## src/rtl/if8080_tx.sv

```systemverilog
// 8080 write-bus master: sends the 0x2A/0x2B/0x2C window header, then streams window pixels from RAM.
// Optional abort input enabled by defining IF8080_TX_ABORT_EN.
module if8080_tx #(
  parameter int unsigned COL_NUM_LOG2 = 7,
  parameter int unsigned WR_LOW_CYC   = 2,
  parameter int unsigned WR_HIGH_CYC  = 4
) (
  input  logic                      clk,
  input  logic                      rst,
  input  logic                      start,
  input  logic [COL_NUM_LOG2-1:0]   win_startx,
  input  logic [COL_NUM_LOG2-1:0]   win_endx,
  input  logic [4:0]                win_starty,
  input  logic [4:0]                win_endy,
`ifdef IF8080_TX_ABORT_EN
  input  logic                      abort,
`endif
  output logic                      busy,
  output logic                      done,
  output logic                      ram_rd_en,
  output logic [COL_NUM_LOG2+4:0]   ram_rd_addr,
  input  logic [15:0]               ram_rd_dat,
  output logic                      mcu_csx,
  output logic                      mcu_wrx,
  output logic                      mcu_rdx,
  output logic                      mcu_dcx,
  output logic [15:0]               mcu_dat
);
  localparam int unsigned AW = COL_NUM_LOG2 + 5;
  localparam int unsigned NW = COL_NUM_LOG2 + 6;
  localparam int unsigned CW = 8;

  localparam logic [2:0] S_IDLE  = 3'd0;
  localparam logic [2:0] S_SETUP = 3'd1;
  localparam logic [2:0] S_LOW   = 3'd2;
  localparam logic [2:0] S_HIGH  = 3'd3;
  localparam logic [2:0] S_FETCH = 3'd4;
  localparam logic [2:0] S_DONE  = 3'd5;

  logic [2:0]              state_q, state_d;
  logic [CW-1:0]           cnt_q, cnt_d;
  logic [2:0]              hdr_idx_q, hdr_idx_d;
  logic                    pix_q, pix_d;
  logic [NW-1:0]           k_q, k_d;
  logic [NW-1:0]           npix_q, npix_d;
  logic [AW-1:0]           base_q, base_d;
  logic [COL_NUM_LOG2-1:0] sx_q, sx_d, ex_q, ex_d;
  logic [4:0]              sy_q, sy_d, ey_q, ey_d;
  logic                    abort_q, abort_d;
  logic                    busy_q, busy_d, done_q, done_d, rd_en_q, rd_en_d;
  logic [AW-1:0]           rd_addr_q, rd_addr_d;
  logic                    csx_q, csx_d, wrx_q, wrx_d, dcx_q, dcx_d;
  logic [15:0]             dat_q, dat_d;

  logic                    abort_req;
  logic [4:0]              dy;
  logic [COL_NUM_LOG2-1:0] dx;
  logic                    nxt_dcx;
  logic [15:0]             nxt_dat;

`ifdef IF8080_TX_ABORT_EN
  assign abort_req = abort;
`else
  assign abort_req = 1'b0;
`endif

  assign dy = win_endy - win_starty;
  assign dx = win_endx - win_startx;

  // Header word that follows the one at hdr_idx_q.
  always_comb begin
    nxt_dcx = 1'b1;
    nxt_dat = 16'h002C;
    case (hdr_idx_q)
      3'd0:    nxt_dat = 16'(sx_q);
      3'd1:    nxt_dat = 16'(ex_q);
      3'd2:    begin nxt_dcx = 1'b0; nxt_dat = 16'h002B; end
      3'd3:    nxt_dat = 16'(sy_q);
      3'd4:    nxt_dat = 16'(ey_q);
      default: nxt_dcx = 1'b0;
    endcase
  end

  always_comb begin
    state_d   = state_q;
    cnt_d     = cnt_q;
    hdr_idx_d = hdr_idx_q;
    pix_d     = pix_q;
    k_d       = k_q;
    npix_d    = npix_q;
    base_d    = base_q;
    sx_d      = sx_q;
    ex_d      = ex_q;
    sy_d      = sy_q;
    ey_d      = ey_q;
    abort_d   = abort_q;
    rd_addr_d = rd_addr_q;
    dcx_d     = dcx_q;
    dat_d     = dat_q;

    case (state_q)
      S_IDLE: begin
        abort_d = 1'b0;
        if (start) begin
          sx_d      = win_startx;
          ex_d      = win_endx;
          sy_d      = win_starty;
          ey_d      = win_endy;
          base_d    = (AW'(win_starty) << COL_NUM_LOG2) + AW'(win_startx);
          npix_d    = NW'(1) + (NW'(dy) << COL_NUM_LOG2) + NW'(dx);
          k_d       = '0;
          hdr_idx_d = '0;
          pix_d     = 1'b0;
          if ((win_endx < win_startx) || (win_endy < win_starty)) begin
            state_d = S_DONE;
          end else begin
            state_d = S_SETUP;
            dcx_d   = 1'b0;
            dat_d   = 16'h002A;
          end
        end
      end
      S_SETUP: begin
        if (pix_q) dat_d = ram_rd_dat;
        cnt_d   = CW'(WR_LOW_CYC - 1);
        state_d = S_LOW;
      end
      S_LOW: begin
        if (cnt_q == '0) begin
          cnt_d   = CW'(WR_HIGH_CYC - 1);
          state_d = S_HIGH;
        end else begin
          cnt_d = cnt_q - 1'b1;
        end
      end
      S_HIGH: begin
        if (cnt_q != '0) begin
          cnt_d = cnt_q - 1'b1;
        end else if (abort_q || abort_req) begin
          state_d = S_DONE;
        end else if (!pix_q && hdr_idx_q != 3'd6) begin
          hdr_idx_d = hdr_idx_q + 1'b1;
          dcx_d     = nxt_dcx;
          dat_d     = nxt_dat;
          state_d   = S_SETUP;
        end else if (!pix_q) begin
          pix_d     = 1'b1;
          k_d       = '0;
          rd_addr_d = base_q;
          state_d   = S_FETCH;
        end else if (k_q == npix_q - NW'(1)) begin
          state_d = S_DONE;
        end else begin
          k_d       = k_q + NW'(1);
          rd_addr_d = base_q + k_d[AW-1:0];
          state_d   = S_FETCH;
        end
      end
      S_FETCH: begin
        if (abort_q || abort_req) begin
          state_d = S_DONE;
        end else begin
          dcx_d   = 1'b1;
          state_d = S_SETUP;
        end
      end
      S_DONE:  state_d = S_IDLE;
      default: state_d = S_IDLE;
    endcase

    if (state_q != S_IDLE && state_q != S_DONE && abort_req) abort_d = 1'b1;

    // Strobes are decoded from the next state so every output comes straight off a flop.
    csx_d   = !(state_d == S_SETUP || state_d == S_LOW || state_d == S_HIGH || state_d == S_FETCH);
    wrx_d   = (state_d != S_LOW);
    busy_d  = (state_d != S_IDLE);
    done_d  = (state_d == S_DONE);
    rd_en_d = (state_d == S_FETCH);
  end

  always_ff @(posedge clk) begin
    if (rst) begin
      state_q   <= S_IDLE;
      cnt_q     <= '0;
      hdr_idx_q <= '0;
      pix_q     <= 1'b0;
      k_q       <= '0;
      npix_q    <= '0;
      base_q    <= '0;
      sx_q      <= '0;
      ex_q      <= '0;
      sy_q      <= '0;
      ey_q      <= '0;
      abort_q   <= 1'b0;
      busy_q    <= 1'b0;
      done_q    <= 1'b0;
      rd_en_q   <= 1'b0;
      rd_addr_q <= '0;
      csx_q     <= 1'b1;
      wrx_q     <= 1'b1;
      dcx_q     <= 1'b1;
      dat_q     <= '0;
    end else begin
      state_q   <= state_d;
      cnt_q     <= cnt_d;
      hdr_idx_q <= hdr_idx_d;
      pix_q     <= pix_d;
      k_q       <= k_d;
      npix_q    <= npix_d;
      base_q    <= base_d;
      sx_q      <= sx_d;
      ex_q      <= ex_d;
      sy_q      <= sy_d;
      ey_q      <= ey_d;
      abort_q   <= abort_d;
      busy_q    <= busy_d;
      done_q    <= done_d;
      rd_en_q   <= rd_en_d;
      rd_addr_q <= rd_addr_d;
      csx_q     <= csx_d;
      wrx_q     <= wrx_d;
      dcx_q     <= dcx_d;
      dat_q     <= dat_d;
    end
  end

  assign busy        = busy_q;
  assign done        = done_q;
  assign ram_rd_en   = rd_en_q;
  assign ram_rd_addr = rd_addr_q;
  assign mcu_csx     = csx_q;
  assign mcu_wrx     = wrx_q;
  assign mcu_rdx     = 1'b1;
  assign mcu_dcx     = dcx_q;
  assign mcu_dat     = dat_q;
endmodule

```

## config.mk

```make
export PLATFORM = sky130hd
export DESIGN_NAME = if8080_tx
export DESIGN_NICKNAME = d
export VERILOG_FILES = /design/src/rtl/if8080_tx.sv
export SDC_FILE = /design/constraint.sdc
export NUM_CORES = 1
export LEC_CHECK = 0
export CORE_MARGIN = 1
export CORE_UTILIZATION = 40
export CTS_CLUSTER_DIAMETER = 40
export DETAILED_ROUTE_END_ITERATION = 6
export GPL_TIMING_DRIVEN = 0
export HOLD_SLACK_MARGIN = 0.15
export PLACE_DENSITY = 0.71
export SETUP_SLACK_MARGIN = 0.4
export SLEW_MARGIN = 20
export SYNTH_ARGS = -nofsm -noshare
export SYNTH_HDL_FRONTEND = slang
export SYNTH_SLANG_ARGS = --single-unit
```

## constraint.sdc

```tcl
create_clock -name clk -period 8.1 [get_ports clk]
set_input_delay 2.025 -clock clk [delete_from_list [all_inputs] [get_ports clk]]
set_output_delay 2.025 -clock clk [all_outputs]
set_load 0.05 [all_outputs]
```

==> results by group, run 1 <==
STA
  • Final setup viols: 0
  • Least-Margin Pin Slew: 1.14 ns
  • Final slew viol count: 0
  • TNS Setup: 0 ns
  • Unrepaired setup endpoints after global routing: no
  • Min Clock Period, post-route: 5.28 ns
  • Fmax: 189 MHz
  • Final Hold Fails: 0
  • Hold Worst Slack: 0.455 ns
  • Tcrit/Tclk final: 65.2%
  • Max Clock Skew: 0.0109 ns
  • Final worst slack: 2.82 ns
  • Max_slew headroom: 23.4%

Die
  • Die Y: roughly 130 um
  • Die Width: 127 um
  • Rows: 45
  • Die outline area: 16200 um^2
  • Core ar.: 15300 um^2
  • Ports: 78
  • Initial Utilization: 41.3%

Worst setup path
  • Crit. End Element: register
  • Crit Path Category: in2reg
  • CP Cell Sequence: clkdlybuf4s50_1 -> inv_1 -> ha_1 -> nor2b_1 -> o21ai_0 -> a21boi_0 -> o221ai_1 -> a221o_1 -> clkbuf_1 -> o21ai_0 -> buf_2 -> mux2i_1
  • Max incr delay on CP: 0.58 ns
  • WP data arrival: around 5.6 ns
  • CP Launch Type: input port
  • Crit-path most repeated cell: o21ai_0
  • Slowest stage cell, crit path: a21boi_0
  • R2R Setup Slk: 4.44 ns
  • Worst path required time: roughly 8.4 ns
  • Largest fanout on the critical path: 9

Cells and area
  • Finished Layout Cells: 1108
  • Ratio of cells with drive above 1 in the final layout: 4.12%
  • Area grow syn2layout: 21.1%
  • Antenna diodes: 0
  • Layout Nets: 970

Logic synthesis
  • Register area share after synthesis: approximately a third
  • Net Count, Synth: between 800 and 900
  • Post-synth ARST share: 0%
  • Synth top area cells: dfxtp_1 (31%), nand2_1 (6.7%), ha_1 (6.4%), a21oi_1 (6.0%), a211oi_1 (3.3%)
  • Flops & latches, synth: 99
  • Cell Area, Synth: about 6300 um^2
  • Main flop type after synthesis: dfxtp_1
  • Number of library cell types mapped by synthesis: 63
  • Synth top area share: 31.5%
  • Largest area contributor in the netlist: dfxtp_1
  • Syn_area_per_cell: about 7.8 um^2
  • YS warnings: 0
  • Number of flops mapped to enable cells by yosys: 0
  • Post-synthesis cell count: 806

GRT
  • Number of global-route vias before repair: 5925
  • Tot GR Track Use: 24.4%
  • Largest net degree at the start of global routing: 17
  • Initial antenna violation count: 0
  • Gr ovfl total: 0
  • First-pass GRT wire length: around 31 mm

Placement
  • Place WS: between 2 and 3 ns
  • Routability cong.: a little under 1
  • PortBufs: 75
  • Detailed placer's ending HPWL: 14.5 mm
  • Placed cell count: roughly 1100

Routing
  • Final ANT Viol Nets: 0
  • DR iter-0 viols: 723
  • Routed len/inst: 17.5 um
  • DRT Pass-1 Iters: 5
  • Via/cell ratio: 5.75
  • WL final: between 15 and 20 mm
  • DRC Markers: 0
  • Total number of vias: 6374

Power and ir drop
  • Combinational Power Share: 34.4%
  • LEAKAGE: 2.79 nW
  • Sw frac: 37.2%
  • VDD IR max: ~0.00011 V
  • NetSw: around 0.00059 W
  • Pwr dens: 208 nW/um^2
  • Register share of total power: a little over a third
  • Clock power frac: 28.9%
  • Total Power: 0.00158 W
  • Int Power: ~0.0010 W

Outcome
  • Status: complete, no violations

Min path
  • Min-Delay Path Class: reg2reg

Clock tree
  • Clk Latency, worst-skew pair: 0.36 ns
  • CTS Sinks: 99
  • Root Buffer Master: clkbuf_16
  • H-Tree Level Count: 3
  • Hold buffers post-CTS: 0
  • CTS tree: built
  • Worst-path clk slew: 0.08 ns
  • Max Buffers Root-to-Sink: 2
  • Postcts setup bufs: 0
  • Post-CTS Resized: 0
  • TritonCTS Buffers: 9

Flow run
  • Max-cap check violation count: 0
==> state kept, by name (all words and copies together) (netlist names) <==
signal       cells
mcu_dat         16
k_q             13
npix_q          13
base_q          12
ram_rd_addr     12
cnt_q            8
ex_q             7
ey_q             5
hdr_idx_q        3
state_q          3
busy             1
done             1
mcu_csx          1
mcu_dcx          1
mcu_wrx          1
pix_q            1
ram_rd_en        1
==> cell families (layout without fill, tap and decap cells) <==
group | count (synthesis) | in the layout | synth area share, %
buf+inv | 94 | 185 | 6.18
mux | 24 | 24 | 3.90
xor+xnor | 44 | 44 | 6.12
simple gates | 287 | 287 | 21.9
fa+ha+maj | 35 | 35 | 7.31
compound gates | 222 | 222 | 23.1
other cells | 1 | 1 | 0.0596
flops | 99 | 99 | 31.5
==> through the flow <==
step                      utilization [%]  instance area [um^2]
after floorplan                         -                  6290
after detailed placement             47.9                  7310
after CTS                            49.9                  7620
final                                49.9                  7620
after global routing                 49.9                  7620
after global placement               47.9                  7310
==> cell usage after synthesis (all sizes together) (8+ instances only) <==
cell    instances
nand2         113
dfxtp          99
a21oi          75
nor2           50
clkbuf         40
inv            36
o21ai          36
ha             32
nand3          31
a211oi         28
xnor2          23
xor2           21
mux2i          20
buf            18
nor3           15
o211ai         15
nor4           14
nand4          12
a31oi          11
and3            9
nor2b           8
or3             8
==> power by group through the flow <==
stage               Clock, W  Sequential, W  Combinational, W
detailed placement         0       0.000590          0.000534
global route        0.000480       0.000586          0.000599
global placement           0       0.000589          0.000529
floorplan                  0       0.000620          0.000346
finish              0.000458       0.000581          0.000546
CTS                 0.000464       0.000579          0.000537
==> placed cells by master (no fill, tap or decap), types with 4 or more instances in the layout <==
master	count
nor2b_1	8
nand3_1	31
mux2i_1	20
nand2_1	113
or4_1	5
xnor2_1	23
inv_1	36
clkbuf_16	9
clkdlybuf4s50_1	75
or3_1	8
nand2b_1	4
o31ai_1	4
nor4_1	14
nor3b_1	4
a221oi_1	5
o21ai_0	34
dfxtp_1	99
nand4_1	12
buf_2	5
a21o_1	6
o21a_1	5
nor2_1	50
a31oi_1	10
ha_1	32
xor2_1	21
o211ai_1	15
a21oi_1	75
a211oi_1	28
a41oi_1	4
nor3_1	15
and3_1	9
buf_1	8
mux2_2	4
clkbuf_1	41
o2111ai_1	5
==> worst paths after layout <==
| check | startpoint | to | cells past startpoint |
|---|---|---|---|
| setup / recovery | win_startx[1] | mcu_dat[13] | 12 |
| hold / removal | mcu_dat[11] | mcu_dat[11] | 2 |
| setup reg to reg | npix_q[3] | ram_rd_addr[3] | 9 |
| hold reg to reg | mcu_dat[11] | mcu_dat[11] | 2 |
==> routing by layer <==
layer	global-route usage (%)	vias up	part of all wire, %	routed length (um)
li1	-	3082	-	-
met1	32.7	2960	45	8670
met2	39.2	293	45	8640
met3	5.28	39	8.7	1680
met4	7.07	0	1.9	369
met5	0	-	0	0
==> layout make-up <==
cell class | instances | area, um^2
fillers | 1492 | 7640
multi-input cells | 613 | 3920
flip-flops and latches | 99 | 1980
repair buffers | 75 | 751
well taps | 211 | 264
clock buffers | 12 | 256
plain buffers | 58 | 254
inverters | 36 | 135
clock inverters | 4 | 55.1
==> worst max-delay path: cells and delay by family <==
kind / cells / cell delay [ns]
AND/OR/NAND/NOR: 1 / 0.12
buffers and inverters: 4 / 1.17
multiplexers: 1 / 0.22
adder cells (fa/ha/maj): 1 / 0.28
AO/OA/AOI/OAI: 5 / 1.76
No activity file was read; power rests on OpenSTA's default activity.
==> run 2, diff against run 1 <==
PLACE_DENSITY = 0.73   (was 0.71)
clock period = 4.8 ns   (was 8.1 ns; I/O delays follow)
==> results by group, run 2 (synthesis results as in run 1) <==
Placement
  • Place WS: 0.102 ns (-2.45 ns)
  • Routability cong.: 0.958 (-0.41%)
  • PortBufs: 75 (unchanged)
  • Detailed placer's ending HPWL: 14.3 mm (-1.4%)

STA
  • Max_slew headroom: 29.3% (+5.9 points)
  • Final Hold Fails: 0 (unchanged)
  • Final worst slack: 0.670 ns (-2.15 ns)
  • Tcrit/Tclk final: between 80% and 90%
  • Unrepaired setup endpoints after global routing: no
  • Final setup viols: 0 (unchanged)
  • Final slew viol count: 0 (unchanged)
  • TNS Setup: 0 ns (unchanged)
  • Fmax: 242 MHz
  • Max Clock Skew: 0.00972 ns (-0.00114 ns)
  • Min Clock Period, post-route: slightly above 4 ns
  • Least-Margin Pin Slew: 1.05 ns (-0.0876 ns)

Routing
  • Final ANT Viol Nets: 0 (unchanged)
  • Via/cell ratio: 5.69 (-1.0%)
  • Total number of vias: 6310 (-1.0%)
  • DR iter-0 viols: 718 (-0.69%)
  • Routed len/inst: 17.0 um (-2.4%)
  • WL final: 18.9 mm (-2.4%)
  • DRC Markers: 0 (unchanged)
  • DRT Pass-1 Iters: 6 (+1)

Power and ir drop
  • LEAKAGE: 2.79 nW (-0.10%)
  • VDD IR max: 0.000195 V (+71%)
  • Pwr dens: 348 nW/um^2 (+67%)
  • Total Power: 0.00265 W (+67%)

Flow run
  • Max-cap check violation count: 0 (unchanged)

Cells and area
  • Antenna diodes: 0 (unchanged)
  • Area grow syn2layout: 21.0% (about the same)
  • Area occupied by multi-input gates: 3930 um^2 (about the same)
  • FILL cells: 1499 (+0.47%)
  • Reg area: 1980 um^2 (unchanged)
  • Max reg flops: 16 (unchanged)
  • Commonest non-fill, non-tap cell in the layout: nand2_1
  • Layout Nets: 970 (unchanged)
  • Commonest non-fill, non-tap cells in the layout: nand2_1 (113), dfxtp_1 (99), a21oi_1 (75), clkdlybuf4s50_1 (75), nor2_1 (50)
  • Ratio of cells with drive above 1 in the final layout: 4.24% (+0.11 points)

Worst setup path
  • WP data arrival: 4.37 ns (-1.20 ns)
  • Crit. End Element: register
  • Slowest stage cell, crit path: clkdlybuf4s50_1
  • Worst path required time: 5.04 ns (-3.35 ns)
  • Max incr delay on CP: 0.50 ns (-0.08 ns)
  • FF-to-FF path depth: 9 (unchanged)
  • CP Cell Sequence: clkdlybuf4s50_1 -> inv_1 -> ha_1 -> nor2b_1 -> o21ai_0 -> a21boi_2 -> o221ai_1 -> a221o_1 -> clkbuf_1 -> o21ai_0 -> buf_2 -> mux2i_1
  • Crit Path Category: in2reg
  • CP Launch Type: input port
  • Crit-path most repeated cell: o21ai_0
  • Largest fanout on the critical path: 9 (unchanged)

Clock tree
  • H-Tree Level Count: 3 (unchanged)
  • TritonCTS Buffers: 9 (unchanged)
  • Postcts setup bufs: 0 (unchanged)
  • Worst-path clk slew: 0.07 ns (about the same)
  • CTS tree: built
  • Hold buffers post-CTS: 0 (unchanged)
  • Root Buffer Master: clkbuf_16
  • Clk Latency, worst-skew pair: 0.36 ns (about the same)
  • Max Buffers Root-to-Sink: 2 (unchanged)
  • CTS Sinks: 99 (unchanged)

Die
  • Die Y: 127 um (unchanged)
  • Ports: 78 (unchanged)
  • Rows: 45 (unchanged)
  • Die outline area: 16200 um^2 (unchanged)
  • Initial Utilization: 41.3% (unchanged)
  • Die Width: 127 um (unchanged)
  • Core ar.: 15300 um^2 (unchanged)

GRT
  • Number of global-route vias before repair: 5864 (-1.0%)
  • Gr ovfl total: 0 (unchanged)
  • Initial antenna violation count: 0 (unchanged)
  • Largest net degree at the start of global routing: 17 (unchanged)
  • Tot GR Track Use: 23.9% (-0.52 points)
  • First-pass GRT wire length: 30.1 mm (-3.2%)

Min path
  • Min-Delay Path Class: reg2reg
  • Worst Hold Depth: 2 (unchanged)

Outcome
  • Status: complete, no violations
run 2: layout make-up:
| class | count | share of cell area (%) |
|---|---|---|
| Clock buffer | 11 | 3.19 |
| Sequential cell | 99 | 26.0 |
| Multi-Input combinational cell | 613 | 51.6 |
| Clock inverter | 5 | 0.789 |
| Buffer | 58 | 3.33 |
| Tap cell | 211 | 3.47 |
| Inverter | 36 | 1.77 |
| Timing Repair Buffer | 75 | 9.86 |
run 2: stage by stage:
stage,hold slack (ns),area [um^2],util [%],cells
after detailed placement,0.444,7310,47.9,1092
after global placement,0.442,7310,47.9,1092
final,0.455,7620,49.9,1108
after global routing,0.480,7620,49.9,1108
after floorplan,0.433,6290,-,806
after CTS,0.455,7610,49.9,1108
run 2: routing by layer:
metal,track usage (%),share of wire [%]
met3,5.78,10
met5,0,0
met1,31.3,44
met2,37.6,43
met4,9.52,2.7
run 2: what timing repair did:
item,4_1_cts,5_1_grt
resized for setup,0,2
endpoints found under the setup margin,0,13
hold endpoints to repair,0,0
run 2: path summary, 6_finish.rpt:
path	startpoint	end	slack, ns
setup / recovery	win_startx[1]	mcu_dat[13]	0.67
hold / removal	mcu_dat[10]	mcu_dat[10]	0.45
setup reg to reg	npix_q[3]	mcu_csx	1.19
hold reg to reg	mcu_dat[10]	mcu_dat[10]	0.45
run 2: critical path, delay by kind of cell:
kind	cells	cell delay, ns
adders and majority gates	1	0.29
buffers and inverters	4	1.20
muxes	1	0.15
AOI/OAI and AO/OA	5	1.40
and+or+nand+nor	1	0.12
run 2: report_power, final:
part           switching (W)  internal (W)  leakage [nW]  total, W
combinational       0.000579      0.000339          1.84  0.000918
clock               0.000330      0.000420         0.146  0.000751
sequential         0.0000779      0.000904         0.807  0.000982
